$ cat src/rtl/exp_pwl_pipe.sv
// exp_pwl_pipe
// Piecewise-linear exp(x) approximator, three register stages, one sample per
// clock. Each segment k has its own slope/intercept entry in a writable table:
//     y = sat( ((x * slope[k]) >>> FRAC_WIDTH) + icpt[k] )
// The segment is chosen from NUM_SEG uniform breakpoints starting at BP_MIN.
//
// Ports
//   clk, rst             rising-edge clock, asynchronous active-high reset
//   in_valid/in_ready    input handshake, in_x is the signed sample
//   out_valid/out_ready  output handshake, out_y is the saturated result,
//                        out_sat flags a clamped result
//   cfg_we/cfg_addr      coefficient write strobe and segment index
//   cfg_slope/cfg_icpt   new coefficient pair for segment cfg_addr
module exp_pwl_pipe #(
    parameter int TOTAL_WIDTH = 8,
    parameter int FRAC_WIDTH  = 4,
    parameter int COEF_WIDTH  = 32,
    parameter int NUM_SEG     = 16,
    parameter int BP_MIN      = -80,
    parameter int BP_STEP     = 10,
    localparam int SEG_AW     = $clog2(NUM_SEG)
) (
    input  logic                          clk,
    input  logic                          rst,
    input  logic                          in_valid,
    output logic                          in_ready,
    input  logic signed [TOTAL_WIDTH-1:0] in_x,
    output logic                          out_valid,
    input  logic                          out_ready,
    output logic signed [TOTAL_WIDTH-1:0] out_y,
    output logic                          out_sat,
    input  logic                          cfg_we,
    input  logic [SEG_AW-1:0]             cfg_addr,
    input  logic signed [COEF_WIDTH-1:0]  cfg_slope,
    input  logic signed [COEF_WIDTH-1:0]  cfg_icpt
);

    localparam int PROD_W = TOTAL_WIDTH + COEF_WIDTH;
    // One guard bit above the product so the intercept add cannot overflow.
    localparam int R_W    = PROD_W + 1;

    localparam logic signed [R_W-1:0] Y_MAX_R = R_W'((2 ** (TOTAL_WIDTH - 1)) - 1);
    localparam logic signed [R_W-1:0] Y_MIN_R = R_W'(-(2 ** (TOTAL_WIDTH - 1)));
    localparam logic signed [TOTAL_WIDTH-1:0] Y_MAX = {1'b0, {(TOTAL_WIDTH-1){1'b1}}};
    localparam logic signed [TOTAL_WIDTH-1:0] Y_MIN = {1'b1, {(TOTAL_WIDTH-1){1'b0}}};

    function automatic logic signed [COEF_WIDTH-1:0] slope_rst(input int i);
        int v;
        v = 0;
        case (i)
            2, 3:    v = 1;
            4:       v = 2;
            5:       v = 3;
            6:       v = 6;
            7:       v = 12;
            8:       v = 22;
            9:       v = 42;
            10:      v = 78;
            11:      v = 145;
            12:      v = 271;
            13:      v = 506;
            14:      v = 945;
            15:      v = 1766;
            default: v = 0;
        endcase
        return COEF_WIDTH'(v);
    endfunction

    function automatic logic signed [COEF_WIDTH-1:0] icpt_rst(input int i);
        int v;
        v = 0;
        case (i)
            0, 1:    v = 1;
            2:       v = 2;
            3:       v = 4;
            4:       v = 6;
            5:       v = 9;
            6:       v = 13;
            7, 8:    v = 16;
            9:       v = 4;
            10:      v = -41;
            11:      v = -167;
            12:      v = -482;
            13:      v = -1217;
            14:      v = -2864;
            15:      v = -6454;
            default: v = 0;
        endcase
        return COEF_WIDTH'(v);
    endfunction

    logic signed [COEF_WIDTH-1:0] tbl_slope [NUM_SEG];
    logic signed [COEF_WIDTH-1:0] tbl_icpt  [NUM_SEG];

    // Stage registers
    logic                          v1, v2;
    logic signed [TOTAL_WIDTH-1:0] x1;
    logic signed [COEF_WIDTH-1:0]  slope1, icpt1, icpt2;
    logic signed [PROD_W-1:0]      prod2;

    logic              load1, load2, load3;
    logic [SEG_AW-1:0] k_sel;
    int                xi;

    logic signed [PROD_W-1:0]      prod_sh;
    logic signed [R_W-1:0]         r_sum;
    logic signed [TOTAL_WIDTH-1:0] y_n;
    logic                          sat_n;

    // A stage takes new data when empty or when its current contents move on.
    assign load3    = !out_valid || out_ready;
    assign load2    = !v2 || load3;
    assign load1    = !v1 || load2;
    assign in_ready = load1;

    // Breakpoints are compared as 32-bit integers so they never wrap at x's width.
    always_comb begin
        xi    = int'(in_x);
        k_sel = SEG_AW'(NUM_SEG - 1);
        for (int i = NUM_SEG - 2; i >= 0; i--) begin
            if (xi < BP_MIN + (i + 1) * BP_STEP) begin
                k_sel = SEG_AW'(i);
            end
        end
    end

    // Floor shift of the product, then intercept add and clamp.
    always_comb begin
        prod_sh = prod2 >>> FRAC_WIDTH;
        r_sum   = $signed({prod_sh[PROD_W-1], prod_sh})
                + $signed({{(R_W-COEF_WIDTH){icpt2[COEF_WIDTH-1]}}, icpt2});
        y_n     = r_sum[TOTAL_WIDTH-1:0];
        sat_n   = 1'b0;
        if (r_sum > Y_MAX_R) begin
            y_n   = Y_MAX;
            sat_n = 1'b1;
        end else if (r_sum < Y_MIN_R) begin
            y_n   = Y_MIN;
            sat_n = 1'b1;
        end
    end

    // Writes land at the edge; a sample captured on that same edge still reads the old entry.
    always_ff @(posedge clk or posedge rst) begin
        if (rst) begin
            for (int i = 0; i < NUM_SEG; i++) begin
                tbl_slope[i] <= slope_rst(i);
                tbl_icpt[i]  <= icpt_rst(i);
            end
        end else if (cfg_we && (int'(cfg_addr) < NUM_SEG)) begin
            tbl_slope[cfg_addr] <= cfg_slope;
            tbl_icpt[cfg_addr]  <= cfg_icpt;
        end
    end

    always_ff @(posedge clk or posedge rst) begin
        if (rst) begin
            v1        <= 1'b0;
            x1        <= '0;
            slope1    <= '0;
            icpt1     <= '0;
            v2        <= 1'b0;
            prod2     <= '0;
            icpt2     <= '0;
            out_valid <= 1'b0;
            out_y     <= '0;
            out_sat   <= 1'b0;
        end else begin
            if (load1) begin
                v1 <= in_valid;
                if (in_valid) begin
                    x1     <= in_x;
                    slope1 <= tbl_slope[k_sel];
                    icpt1  <= tbl_icpt[k_sel];
                end
            end
            if (load2) begin
                v2 <= v1;
                if (v1) begin
                    prod2 <= $signed({{COEF_WIDTH{x1[TOTAL_WIDTH-1]}}, x1})
                           * $signed({{TOTAL_WIDTH{slope1[COEF_WIDTH-1]}}, slope1});
                    icpt2 <= icpt1;
                end
            end
            if (load3) begin
                out_valid <= v2;
                if (v2) begin
                    out_y   <= y_n;
                    out_sat <= sat_n;
                end
            end
        end
    end

endmodule
$ cat config.mk
export PLATFORM = sky130hd
export DESIGN_NAME = exp_pwl_pipe
export DESIGN_NICKNAME = d
export VERILOG_FILES = /design/src/rtl/exp_pwl_pipe.sv
export SDC_FILE = /design/constraint.sdc
export NUM_CORES = 2
export LEC_CHECK = 0
export CAP_MARGIN = 20
export CORE_ASPECT_RATIO = 0.9
export CORE_MARGIN = 1
export CORE_UTILIZATION = 35
export DETAILED_ROUTE_END_ITERATION = 10
export PLACE_DENSITY = 0.58
export SKIP_LAST_GASP = 1
export SLEW_MARGIN = 20
export SYNTH_ARGS = -nofsm -noshare
export SYNTH_HDL_FRONTEND = slang
export SYNTH_SLANG_ARGS = --single-unit
$ cat constraint.sdc
create_clock -name clk -period 72.4 [get_ports clk]
set_input_delay 14.48 -clock clk [delete_from_list [all_inputs] [get_ports clk]]
set_output_delay 14.48 -clock clk [all_outputs]
set_load 0.01 [all_outputs]
# Word-level counts from Yosys, hierarchy flattened
# Index checks and enable logic that the tools add are counted.
[op_classes]
add_sub_neg = 1
mul = 1
order_cmp = 20
muxes = 29
bitwise = 2
reduce_logical = 10
[ops]
columns = ["op", "count"]
rows = [
  ["512-bit bitwise mux", 2],
  ["32-bit binary-select mux with 4-bit select", 2],
  ["32-bit two-way mux", 5],
  ["32-bit demux with 4-bit select", 1],
  ["8-bit by 7-bit less-than comparator with 1-bit output, second input constant", 6],
  ["4-bit two-way mux", 12],
  ["8-bit by 32-bit multiplier with 40-bit output", 1],
  ["36-bit by 32-bit adder with 37-bit output", 1],
  ["37-bit by 8-bit greater-than comparator with 1-bit output, second input constant", 1],
  ["37-bit by 8-bit less-than comparator with 1-bit output, second input constant", 1],
  ["8-bit by 6-bit less-than comparator with 1-bit output, second input constant", 4],
  ["8-bit by 5-bit less-than comparator with 1-bit output, second input constant", 2],
  ["8-bit less-than comparator, second input constant", 2],
  ["8-bit two-way mux", 2],
  ["5-bit greater-or-equal comparator, second input constant", 2],
  ["4-bit NOT with 5-bit output", 2],
  ["8-bit by 1-bit less-than comparator with 1-bit output, second input constant", 1],
  ["2-bit AND reduction", 3],
  ["5-bit by 1-bit less-than comparator with 1-bit output, second input constant", 1],
  ["2-bit two-way mux", 2],
  ["1-bit logical NOT", 3],
  ["1-bit logical OR", 3],
  ["1-bit two-way mux", 3],
  ["1-bit logical AND", 1],
]
[totals]
register_bits = 1180
input_bits = 81
out_inout_bits = 11
elab_cells = 105

# Depth between registers and ports, before layout
[logic_depth]
ltp_word = 20
mapped_depth = 22
ltp_nobuf = 21

# Worst setup path before layout
# OpenSTA, ideal clock, no wires.
[synth_path]
path_type = "input-to-output"
startpoint = "input out_ready"
endpoint = "output in_ready"
arrival_ps = 14766
required_time_ps = 57920
slack_ps = 43154
cell_stages = 2
path_buffers = 0
cell_sequence = "nor2b_1 -> nand3_1"
[synth_via]
elab_chain_cells = 3
[synth_lines]
columns = ["element", "line_no", "source"]
rows = [
  ["start, declared", "29", "input logic out_ready,"],
  ["1-bit logical OR", "111", "assign load3 = !out_valid || out_ready;"],
  ["1-bit logical OR", "112", "assign load2 = !v2 || load3;"],
  ["1-bit logical OR", "113", "assign load1 = !v1 || load2;"],
  ["end, declared", "26", "output logic in_ready,"],
]
# Every way passes these cells.

# Final worst setup path
# Ends and elaborated chain as after synthesis.

==> results_dict.tcl <==
set metrics [dict create \
    outcome "complete, no violations" \
    yosys-top-cells-area "dfrtp_1 (38%), mux2_2 (19%), dfstp_2 (9.3%), mux4_2 (9.1%), fa_1 (6.3%)" \
    cts_tree "built" \
    slowest_delay_ps 530 \
    synth_enable_flop_cells 0 \
    holdBufCountCts 0 \
    cts_max_level 4 \
    synth_nets 5295 \
    synthArstFlopShare_pct 100 \
    arrival_ps 15790 \
    gr-total-overflow 0 \
    worst_setup_path_end_kind "primary output" \
    portBuffers 91 \
    synth_seq_area_share_pct 47.1 \
    syn_area_um2 63100 \
    boundaryPins 92 \
    fp.coreArea_um2 179000 \
    final_nets 5256 \
    worst_pin_slew_ps 1080 \
    cp_slowest_cell "clkdlybuf4s50_1" \
    die_height_um 405 \
    critPathTopFamily "buffers and inverters" \
    leakagePower_uw 0.0303 \
    setup_tns_ps 0 \
    fmax_mhz 33.0 \
    initial_core_util_pct 35.3 \
    synth_top_area_share_pct 37.8 \
    cts_setup_buffers 0 \
    drt_iter0_drc 2186 \
    rows 147 \
    numCtsBuffers 135 \
    clockBufferDepth 3 \
    hold_path.class "reg -> reg" \
    period_needed_ps 30270 \
    crit_type "in -> out" \
    vias 38400 \
    dpl.hpwl_um 96700 \
    cp_max_fo 3 \
    die_area_um2 182000 \
    crit_required_ps 57920 \
    final_cells 7363 \
    synth_area_per_cell_um2 12.9 \
    fillers 16900 \
    postRouteAntennaNets 0 \
    finalWirelength_um 160000 \
    holdWs_ps 477 \
    drc 0 \
    synth-main-ff-cell "dfrtp_1" \
    yosysMostFrequentCell "mux2_2" \
    routed_via_density 5.22 \
    cts-root-buf "clkbuf_16" \
    crit_chain "clkdlybuf4s50_1 -> nor2b_1 -> nand3_1 -> clkdlybuf4s50_1" \
    ir_drop_uv 33.0 \
    design_area_um2 70800 \
    synth_top_cell_by_area "dfrtp_1" \
    path_buf_inv 2 \
    grt_start_max_net_pins 193 \
    maxSlewViolCount 0 \
    clock_skew_ps 37.2 \
    multiInputGateArea_um2 31200 \
    setup_viol 0 \
    wire_per_inst_um 21.7 \
    dp.cells 7109 \
    track_usage_pct 17.7 \
    ys_types 84 \
    cts_sinks 1176 \
    first_pass_iters 5 \
    ctsResizeCount 0 \
    relSlewSlack_pct 27.6 \
    finalCritPeriodShare_pct 41.8 \
    path_clk_slew_ps 60 \
    p_per_area_nw_per_um2 39.6 \
    worstSkewPairLatency_ps 790 \
    cp-start-kind "input port" \
    gp_congestion 0.884 \
    hold_viol_final 0 \
    p_total_uw 2800 \
    ff_latch_area_um2 29700 \
    crit_top_cell "clkdlybuf4s50_1" \
    drive_above_1_share_pct 37.5 \
    synth_seq_cells 1176 \
    netlist_instances 4902 \
    antenna_found_initial 24 \
    die_w_um 450 \
    synth_top_cells_by_count "mux2_2 (1064), dfrtp_1 (952), nand2_1 (502)" \
    placed_cell_area_um2 66400 \
    first_global_vias 40100 \
    grt_pass1_wl_um 249000 \
    yosysWarnings 0 \
    area_growth_pct 12.3 \
    maxCapViolCount 0 \
    rsz0062_at_grt "false" \
]
-- power by group --
| part | total [uW] | leakage (uW) | switching [uW] | internal (uW) |
|---|---|---|---|---|
| clock | 676 | 0.00215 | 283 | 393 |
| sequential | 946 | 0.0141 | 102 | 844 |
| combinational | 1180 | 0.0141 | 632 | 548 |
| total | 2800 | 0.0303 | 1020 | 1780 |
-- registers in the layout, indices dropped and copies added, names as in the netlist, 8 cells and up --
register   flops
slope1        32
tbl_slope    512
icpt1         32
tbl_icpt     512
prod2         36
x1             8
icpt2         32
out_y          8
-- layer usage --
metal / part of all wire (%) / vias to the layer above / GRT usage (%)
met3: 4.3 / 227 / 3.37
met4: 2.2 / 16 / 4.66
met5: 0.071 / - / 0
li1: - / 17100 / -
met2: 47 / 677 / 28.1
met1: 47 / 20400 / 24.9
-- kinds of logic after synthesis --
group	Yosys count	share of synthesized area, %
multiplexers	1323	28.2
flip-flops	1176	47.1
AND/OR/NAND/NOR	981	7.40
buffers and inverters	617	3.74
AO/OA/AOI/OAI	436	4.22
adder cells (fa/ha/maj)	312	8.56
XOR/XNOR	57	0.791
-- final cells by class --
type                       count  area share [%]
antenna                        7          0.0247
clock buffer                 212            5.63
clock inverter                34           0.595
inverter                     282            1.50
multi-input combinational   3109            44.0
sequential                  1176            41.9
tap                         2384            4.21
timing repair buffer         159            2.08
-- stage by stage --
step / setup slack (ps) / utilization (%)
after CTS: 42110 / 39.6
after global routing: 42040 / 39.6
after global placement: 42050 / 37.1
final: 42130 / 39.6
after detailed placement: 42120 / 37.1
after floorplan: 25160 / -
-- worst paths after layout --
path | startpoint | endpoint | slack, ps | cells past startpoint
min | icpt1[9]$_DFFE_PP0P_ | icpt1[9]$_DFFE_PP0P_ | 480 | 2
max reg2reg | x1[7]$_DFFE_PP0P_ | prod2[38]$_DFFE_PP0P_ | 66080 | 19
min in group asynchronous | rst | tbl_icpt[300]$_DFFE_PP0P_ | 14220 | 2
min reg2reg | icpt1[9]$_DFFE_PP0P_ | icpt1[9]$_DFFE_PP0P_ | 480 | 2
max in group asynchronous | rst | tbl_slope[504]$_DFFE_PP0P_ | 54210 | 7
max | out_ready | in_ready | 42130 | 4
-- placed cells by master, fill, tap and decap left out, types with 11 or more instances in the layout --
cell             synthesis  layout
a21oi_1                 71      71
clkdlybuf4s50_1          0      91
clkbuf_8                 0      28
o21bai_1                12      11
dfrtp_1                952     952
nand3_1                 80      80
fa_1                   199     199
a21o_1                  36      36
nand2b_1                19      16
o21ai_0                206     205
clkbuf_1               293      47
nand2_1                502     498
nor2_1                  77      68
buf_4                    0      64
nand4_1                 11      11
dfstp_2                224     224
xor2_1                  22      22
nor3_1                  18      18
mux4_2                 256     256
inv_1                  282     281
and2_1                 203     202
clkbuf_16                0     137
ha_1                   113     113
mux2_2                1064    1064
xnor2_1                 35      35
a211oi_1                11      11
clkinv_2                 0      11
-- worst min-delay path, cell delays in order, from the launching register on --
cell,delay [ps]
dfrtp_1,340
nand2_1,40
o21ai_0,60
Note: power is estimated with default switching activity, not from simulation.
